==> config.mk <==
export PLATFORM = sky130hd
export DESIGN_NAME = matrix_result_scanner
export DESIGN_NICKNAME = d
export VERILOG_FILES = /design/src/rtl/matrix_result_scanner.sv
export SDC_FILE = /design/constraint.sdc
export NUM_CORES = 1
export LEC_CHECK = 0
export CELL_PAD_IN_SITES_DETAIL_PLACEMENT = 0
export CELL_PAD_IN_SITES_GLOBAL_PLACEMENT = 1
export CORE_AREA = 2 2 187 207
export CTS_CLUSTER_DIAMETER = 150
export DETAILED_ROUTE_END_ITERATION = 8
export DIE_AREA = 0 0 189 209
export HOLD_SLACK_MARGIN = 0.02
export PLACE_DENSITY = 0.82
export SYNTH_ARGS = -nofsm -noshare
export SYNTH_HDL_FRONTEND = slang
export SYNTH_SLANG_ARGS = --single-unit
export TNS_END_PERCENT = 20
==> constraint.sdc <==
create_clock -name clk -period 2.8 [get_ports clk]
set_input_delay 0.28 -clock clk [delete_from_list [all_inputs] [get_ports clk]]
set_output_delay 0.28 -clock clk [all_outputs]
set_load 0.05 [all_outputs]
==> src/rtl/matrix_result_scanner.sv <==
// matrix_result_scanner
//   Display stage for the matrix-multiply datapath. A load pulse captures a packed
//   MAX_DIM x MAX_DIM result word (row-major, ELEM_W bits per element) together with
//   the active dimension. The block then walks the dim x dim sub-matrix one element
//   per display tick, shows the element on the LEDs and wraps forever.
//
//   Optional build macro: SCAN_GAP_EN -- inserts a one-tick blank GAP state after the
//   last element of every pass; pass_done then fires on GAP entry.
//
// Ports
//   clk        system clock (posedge)
//   rst        asynchronous active-low reset
//   load       1-cycle pulse: capture matrix_in/size and restart the scan
//   size       matrix dimension, sampled on load (clamped to 1..MAX_DIM)
//   matrix_in  packed result word
//   hold       freeze prescaler, indices and leds
//   leds       displayed element (registered)
//   row, col   index of the element currently being scanned
//   busy       high once loaded (SHOW or GAP)
//   pass_done  1-cycle pulse at the end of each pass
module matrix_result_scanner #(
  parameter int DATA_W   = 256,
  parameter int ELEM_W   = 8,
  parameter int MAX_DIM  = 5,
  parameter int TICK_DIV = 25_000_000
) (
  input  logic              clk,
  input  logic              rst,
  input  logic              load,
  input  logic [2:0]        size,
  input  logic [DATA_W-1:0] matrix_in,
  input  logic              hold,
  output logic [ELEM_W-1:0] leds,
  output logic [2:0]        row,
  output logic [2:0]        col,
  output logic              busy,
  output logic              pass_done
);

  localparam int PW = (TICK_DIV > 1) ? $clog2(TICK_DIV) : 1;

`ifdef SCAN_GAP_EN
  typedef enum logic [1:0] {IDLE, SHOW, GAP} state_t;
`else
  typedef enum logic [1:0] {IDLE, SHOW} state_t;
`endif

  state_t            state, state_n;
  logic [DATA_W-1:0] word, word_n;
  logic [2:0]        dim, dim_n;
  logic [2:0]        row_n, col_n;
  logic [PW-1:0]     presc, presc_n;
  logic [ELEM_W-1:0] leds_n;
  logic              pass_n;
  logic              tick;
  logic [4:0]        idx;
  logic [ELEM_W-1:0] elem;

  function automatic logic [2:0] clamp_dim(input logic [2:0] s);
    if (s <= 3'd1)              return 3'd1;
    else if (s > 3'(MAX_DIM))   return 3'(MAX_DIM);
    else                        return s;
  endfunction

  // 5-bit index is enough: largest element index is MAX_DIM*MAX_DIM-1 = 24.
  assign idx  = 5'(row) * 5'(MAX_DIM) + 5'(col);
  assign elem = word[ELEM_W*idx +: ELEM_W];
  assign tick = (presc == PW'(TICK_DIV-1));
  assign busy = (state != IDLE);

  always_comb begin
    state_n = state;
    word_n  = word;
    dim_n   = dim;
    row_n   = row;
    col_n   = col;
    presc_n = presc;
    leds_n  = leds;
    pass_n  = 1'b0;
    if (load) begin
      // load wins over hold and over a coinciding tick; aborted pass gives no pass_done
      state_n = SHOW;
      word_n  = matrix_in;
      dim_n   = clamp_dim(size);
      row_n   = '0;
      col_n   = '0;
      presc_n = '0;
    end else if (state != IDLE && !hold) begin
      // leds follows the index registers one cycle later
      leds_n  = elem;
      presc_n = tick ? '0 : presc + PW'(1);
      case (state)
        SHOW: if (tick) begin
          if (col == dim - 3'd1) begin
            col_n = '0;
            if (row == dim - 3'd1) begin
              row_n  = '0;
              pass_n = 1'b1;
`ifdef SCAN_GAP_EN
              state_n = GAP;
`endif
            end else begin
              row_n = row + 3'd1;
            end
          end else begin
            col_n = col + 3'd1;
          end
        end
`ifdef SCAN_GAP_EN
        GAP: begin
          leds_n = '0;
          if (tick) state_n = SHOW;
        end
`endif
        default: ;
      endcase
    end
  end

  always_ff @(posedge clk or negedge rst) begin
    if (!rst) begin
      state     <= IDLE;
      word      <= '0;
      dim       <= 3'd1;
      row       <= '0;
      col       <= '0;
      presc     <= '0;
      leds      <= '0;
      pass_done <= 1'b0;
    end else begin
      state     <= state_n;
      word      <= word_n;
      dim       <= dim_n;
      row       <= row_n;
      col       <= col_n;
      presc     <= presc_n;
      leds      <= leds_n;
      pass_done <= pass_n;
    end
  end

endmodule

==> results by group, run 1 <==
Synth
  – Yosys cell types: 61
  – Mapped cell area: 14040 sq um
  – #FFs+latches synth: 300
  – Mapped Nets: 1261
  – Number of flops mapped to enable cells by yosys: 0
  – Total number of yosys warnings: 0
  – Count leader, synth: dfrtp_1
  – Cells after synthesis: 985
  – Synth Flop Type: dfrtp_1
  – Ys async rst share: 100.0%
  – Synth area leader: dfrtp_1
  – Top cell type's share of synthesized area: 53.28%
  – Synth top area cells: dfrtp_1 53%, mux2_2 22%, mux4_2 8.0%
  – Syn_area_per_cell: 14.26 sq um
  – Most common library cells after synthesis: 299 x dfrtp_1, 272 x mux2_2, 50 x mux4_2, 40 x clkbuf_1, 37 x nor2_1
  – Sequential element share of the synthesized area: 53.47%

Power and ir drop
  – Combinational group share of total power: 26.8%
  – P_int: 0.009533 W
  – Clock Power Share: 35.5%
  – Leakage Power: 7.514 nW
  – Flop pwr share: 37.7%
  – Sw Ratio: 28.53%
  – Pwr/cell area: 704.3 nW/um^2
  – Peak supply drop: 0.0004403 V
  – Switching pwr: 0.003806 W

Clock network
  – CTS tree: built
  – Clock transition at path regs: 0.06 ns
  – CTS Buffer Depth: 3
  – CTS Root Cell: clkbuf_16
  – CTS Buf Count: 36
  – Clk_lat worst skew: 0.52 ns
  – CTS H-tree lvls: 2
  – CTS sink cnt: 300

Drt
  – WL/cell: 21.11 microns
  – # DRC: 0
  – Via density: 5.231
  – Drt first pass iters: 5
  – Via Count: 9500
  – Final WL: 38.33 mm
  – ANT nets after route: 0
  – Iter 0 DRT Violations: 399

Placement
  – GP Congestion: 0.8702
  – Inst Count DP: 1743
  – Detail Placement HPWL: 27.94 mm
  – Port buffer count: 278
  – Worst setup slack after placement: -0.1512 ns

Final layout
  – Register Area: 7513 sq um
  – Multi-input gate area: 6345 sq um
  – Area grow syn2layout: 34.87%
  – Finished Layout Cells: 1816
  – Share of layout cells above drive strength 1: 34.76%
  – # fillers: 3252
  – Final #Nets: 1561

Timing
  – Final setup viols: 0
  – Final Hold Fails: 0
  – Final Max Slew Viols: 0
  – Skew final: 0.01726 ns
  – Final hold slack: 0.2953 ns
  – Min cycle time layout: 2.718 ns
  – Peak Freq: 367.9 MHz
  – Period utilization: 97.07%
  – Worst-Margin Slew: 1.022 ns
  – Final worst slack: 0.08192 ns
  – Slew HR: 31.86%

Run status
  – Outcome: complete, no violations

Setup path
  – Required time worst endpoint: 3.21 ns
  – Crit path from: row[0]
  – Crit path max fanout: 18
  – Register-to-Register Path Depth: 9
  – Setup crit end: leds[4]
  – RR Startpoint: row[0]
  – Reg2reg setup slack: 0.08 ns
  – CP arrival: 3.12 ns
  – Worst r2r dst: leds[4]
  – Worst setup SP type: register
  – CP Capture Type: register
  – Critical setup path kind: reg2reg

Floorplanning
  – Core Area: 37630 sq um
  – Die Height: 209 microns
  – Starting Density: 37.32%
  – Number of core rows: 75
  – Die Wd: 189 microns
  – Ports: 279
  – Die area: 39500 sq um

Global route
  – Initial antenna violation count: 7
  – GRT Util Overall: 19.39%
  – Total congestion overflow: 0
  – Vias in the first global route: 9899
  – Pin count of the biggest net entering global routing: 181
  – Global-route wire length before repair: 58.37 mm

Flow run
  – MaxCap Viol Count: 0

Hold path
  – HP Class: in2reg
-- power groups by stage --
stage | registers [W] | logic, W | clock network, W
after CTS | 0.00503 | 0.00351 | 0.00484
after detailed placement | 0.00510 | 0.00347 | 0
final | 0.00503 | 0.00358 | 0.00473
after global placement | 0.00509 | 0.00344 | 0
after global routing | 0.00508 | 0.00381 | 0.00505
after floorplan | 0.00527 | 0.00185 | 0
-- registers in the layout, indices dropped and copies added, names as in the netlist --
signal	flops
presc	25
word	256
dim	3
state	1
col	3
row	3
leds	8
pass_done	1
-- worst max-delay path: stages (launching register included) --
cell and delay (ns):
dfrtp_2 0.42, ha_4 0.24, ha_1 0.30, fa_2 0.60, buf_12 0.17, nand2_2 0.13, o22ai_2 0.20, nor2_1 0.07
or3_1 0.35, o2111a_1 0.13
-- kinds of logic (layout without fill, tap and decap cells) --
family / Yosys count / count (layout) / synth area share, %
multiplexers: 340 / 340 / 31.11
flip-flops: 300 / 300 / 53.47
AND/OR/NAND/NOR: 153 / 153 / 6.050
AO/OA/AOI/OAI: 94 / 94 / 4.571
buffers and inverters: 64 / 388 / 2.281
XOR/XNOR: 21 / 21 / 1.310
adder cells (fa/ha/maj): 13 / 13 / 1.212
other: 0 / 7 / 0
-- what timing repair did --
item,in CTS,in global routing
hold buffers,1,0
setup endpoints to repair,8,8
pin swaps,0,3
hold endpoints to repair,70,0
gates resized for setup,6,12
buffers inserted,0,3
-- how the worst min path moves through the flow --
stage	slack, ns	end	cells after the start	start
final	0.30	presc[2]	3	load
after global routing	0.32	presc[6]	3	load
after CTS	0.31	presc[2]	3	load
after detailed placement	0.30	word[167]	1	rst
after global placement	0.30	word[167]	1	rst
after floorplan	-0.02	col[0]	0	rst
-- area by class of cell --
type / count / area share (%)
sequential: 300 / 39.67
multi-input combinational: 621 / 33.50
timing repair buffer: 320 / 17.02
clock buffer: 57 / 5.760
tap: 500 / 3.303
clock inverter: 5 / 0.5417
inverter: 6 / 0.1189
antenna: 7 / 0.09248
-- routing by layer --
layer  wire length (microns)  part of all wire, %  track usage, %
met5                       0                    0               0
met3                    2294                  6.0           4.753
met4                    1120                  2.9           7.489
met2                   19150                   50           32.01
met1                   15770                   41           24.57
-- layout by cell type (no fill, tap or decap), types with 6 or more instances in the layout --
master / n
clkbuf_1: 11
nor2_1: 33
dfrtp_1: 295
a21oi_1: 15
nor3_1: 9
nand2_1: 22
a22oi_1: 12
mux4_2: 50
o22ai_1: 7
ha_1: 9
diode_2: 7
inv_1: 6
o21ai_0: 25
clkbuf_8: 9
or3_1: 14
mux2i_1: 18
xnor2_1: 14
nand3_1: 21
mux2_2: 272
clkdlybuf4s50_1: 276
clkbuf_16: 37
buf_4: 32
xor2_1: 6
buf_12: 9
a31oi_1: 6
nand4_1: 6
-- through the flow --
step | setup TNS, ns | cell area (sq um) | util, % | total power, W
4_1_cts | 0 | 18840 | 50.06 | 0.01339
5_1_grt | -0.02748 | 18940 | 50.33 | 0.01394
2_1_floorplan | 0 | 14100 | - | 0.007120
3_5_place_dp | -0.2992 | 17620 | 46.82 | 0.008573
3_3_place_gp | -0.1070 | 17620 | 46.82 | 0.008527
6_report | 0 | 18940 | 50.33 | 0.01334
(Power assumes the default switching activity.)
==> inputs of run 2 (changes only) <==
CTS_CLUSTER_SIZE = 28   (was not set)
==> run 2 against run 1 <==
Compared with the run above: register-to-register slack is essentially flat; first-iteration DRC count unchanged; largest power group unchanged; global-route usage shrank 0.48 points; power fell by 17%; final cell count fell by 2.1%; highest routed layer is now met5; sequential share of layout area up 1.7 points.
==> results by group, run 2 (same netlist as run 1, synthesis figures left out) <==
Run status
  – Outcome: complete, no violations (unchanged)

Hold path
  – HP Class: in2reg (unchanged)

Setup path
  – Largest stage delay, worst path: 0.59 ns (was 0.60 ns)
  – Critical setup path kind: reg2reg (unchanged)
  – Critical path's top delay family: adder cells (unchanged)
  – Critical Path, Cell by Cell: ha_4 -> ha_1 -> fa_2 -> buf_12 -> nor2_4 -> buf_4 -> a221oi_2 -> o21ai_0 -> o21ai_0 -> o22ai_1 -> nor3_1 (was ha_4 -> ha_1 -> fa_2 -> buf_12 -> nand2_2 -> o22ai_2 -> nor2_1 -> or3_1 -> o2111a_1)
  – CP arrival: 3.15 ns (was 3.12 ns)
  – Worst setup SP type: register (unchanged)
  – Required time worst endpoint: 3.23 ns (was 3.21 ns)
  – CP Capture Type: register (unchanged)
  – Crit path max fanout: 13 (was 18)
  – CP max-delay cell: fa_2 (unchanged)
  – WP buf/inv: 2 (was 1)
  – Crit path top cell by count: o21ai_0

Drt
  – Via Count: 9283 (was 9500)
  – Iter 0 DRT Violations: 399 (unchanged)
  – WL/cell: 21.12 microns (was 21.11 microns)
  – Drt first pass iters: 4 (was 5)
  – ANT nets after route: 0 (unchanged)
  – Final WL: 37.55 mm (was 38.33 mm)
  – # DRC: 0 (unchanged)
  – Via density: 5.221 (was 5.231)

Flow run
  – MaxCap Viol Count: 0 (unchanged)

Clock network
  – CTS tree: built (unchanged)
  – CTS Buf Count: 14 (was 36)
  – CTS sink cnt: 300 (unchanged)
  – CTS H-tree lvls: 1 (was 2)
  – CTS Root Cell: clkbuf_16 (unchanged)
  – Clk_lat worst skew: 0.51 ns (was 0.52 ns)
  – CTS Buffer Depth: 3 (unchanged)
  – Clock transition at path regs: 0.11 ns (was 0.06 ns)

Global route
  – Pin count of the biggest net entering global routing: 181 (unchanged)
  – Global-route wire length before repair: 57.28 mm (was 58.37 mm)
  – Total congestion overflow: 0 (unchanged)
  – GRT Util Overall: 18.91% (was 19.39%)
  – Initial antenna violation count: 7 (unchanged)
  – Vias in the first global route: 9666 (was 9899)

Timing
  – Final Max Slew Viols: 0 (unchanged)
  – Final setup viols: 0 (unchanged)
  – Final Hold Fails: 0 (unchanged)
  – Final hold slack: 0.2999 ns (was 0.2953 ns)
  – Period utilization: 97.08% (was 97.07%)
  – RSZ-0062 raised after global routing: true
  – Slew HR: 34.86% (was 31.86%)
  – Peak Freq: 367.9 MHz (about the same)
  – Worst-Margin Slew: 0.9771 ns (was 1.022 ns)
  – Skew final: 0.02406 ns (was 0.01726 ns)
  – Min cycle time layout: 2.718 ns (about the same)
  – Final worst slack: 0.08187 ns (was 0.08192 ns)

Power and ir drop
  – Peak supply drop: 0.0004014 V (was 0.0004403 V)
  – Leakage Power: 7.146 nW (was 7.514 nW)
  – Pwr/cell area: 607.8 nW/um^2 (was 704.3 nW/um^2)

Floorplanning
  – Die Height: 209 microns (unchanged)
  – Starting Density: 37.32% (unchanged)
  – Die area: 39500 sq um (unchanged)
  – Number of core rows: 75 (unchanged)
  – Ports: 279 (unchanged)
  – Core Area: 37630 sq um (unchanged)
  – Die Wd: 189 microns (unchanged)

Final layout
  – Top reg by flops: word (unchanged)
  – Final #Nets: 1543 (was 1561)
  – # fillers: 3320 (was 3252)
  – Area grow syn2layout: 29.33% (was 34.87%)
  – Share of layout cells above drive strength 1: 33.10% (was 34.76%)
  – Max FFs per register: 256 (unchanged)
  – Top flop regs: word (256), presc (25), leds (8) (unchanged)
  – Commonest non-fill, non-tap cells in the layout: 295 x dfrtp_1, 276 x clkdlybuf4s50_1, 272 x mux2_2 (unchanged)
  – Commonest non-fill, non-tap cell in the layout: dfrtp_1 (unchanged)

Placement
  – Port buffer count: 278 (unchanged)
  – Worst setup slack after placement: -0.1512 ns (unchanged)
  – Detail Placement HPWL: 27.94 mm (unchanged)
  – GP Congestion: 0.8702 (unchanged)
run 2: area by class of cell:
type	count	area, sq um	share of cell area (%)
Inverter	6	22.52	0.1240
Sequential cell	300	7513	41.37
Multi-Input combinational cell	621	6330	34.85
Tap cell	500	625.6	3.444
Clock buffer	20	394.1	2.170
Antenna cell	6	15.01	0.08267
Timing Repair Buffer	324	3253	17.91
Clock inverter	1	8.758	0.04822
run 2: path summary, 6_finish.rpt:
kind | start | endpoint | slack (ns) | depth (start not counted)
worst max-delay path | row[0] | leds[2] | 0.08 | 11
worst min-delay path | load | presc[20] | 0.30 | 3
worst max register to register | row[0] | leds[2] | 0.08 | 11
worst min register to register | word[239] | word[239] | 0.51 | 1
max in group asynchronous | rst | word[106] | 1.53 | 3
min in group asynchronous | rst | word[167] | 0.34 | 2
run 2: through the flow:
step / TNS, ns / util, % / instances / total power, W / area, sq um
2_1_floorplan: 0 / - / 985 / 0.007120 / 14100
3_3_place_gp: -0.1070 / 46.82 / 1743 / 0.008527 / 17620
3_5_place_dp: -0.2992 / 46.82 / 1743 / 0.008573 / 17620
4_1_cts: 0 / 47.97 / 1765 / 0.01106 / 18050
5_1_grt: -0.05571 / 48.27 / 1778 / 0.01158 / 18160
6_report: 0 / 48.27 / 1778 / 0.01104 / 18160
run 2: repair_timing:
| item | CTS | global route |
|---|---|---|
| endpoints found under the hold margin | 70 | 0 |
| gates resized for setup | 7 | 8 |
| setup buffers | 0 | 7 |
| setup endpoints to repair | 8 | 8 |
| pin swaps | 0 | 3 |
| hold buffers | 1 | 0 |
| gates cloned | 0 | 0 |
run 2: worst register-to-register path: stages, from the launching register on:
cell,delay (ns)
dfrtp_2,0.44
ha_4,0.24
ha_1,0.30
fa_2,0.59
buf_12,0.15
nor2_4,0.07
buf_4,0.14
a221oi_2,0.25
o21ai_0,0.12
o21ai_0,0.10
o22ai_1,0.10
nor3_1,0.14
run 2: layer usage:
layer  GRT usage, %  share of wire, %  vias to the layer above
li1               -                 -                     4226
met1          24.40                42                     4778
met2          31.78                50                      229
met3          4.031               5.5                       48
met4          6.008               2.5                        2
met5              0             0.035                        -
run 2: report_power, final:
group	switching, W	internal [W]	leakage, nW
Clock	0.00140	0.00100	0.195
Sequential	0.000242	0.00478	3.56
Combinational	0.00176	0.00185	3.39
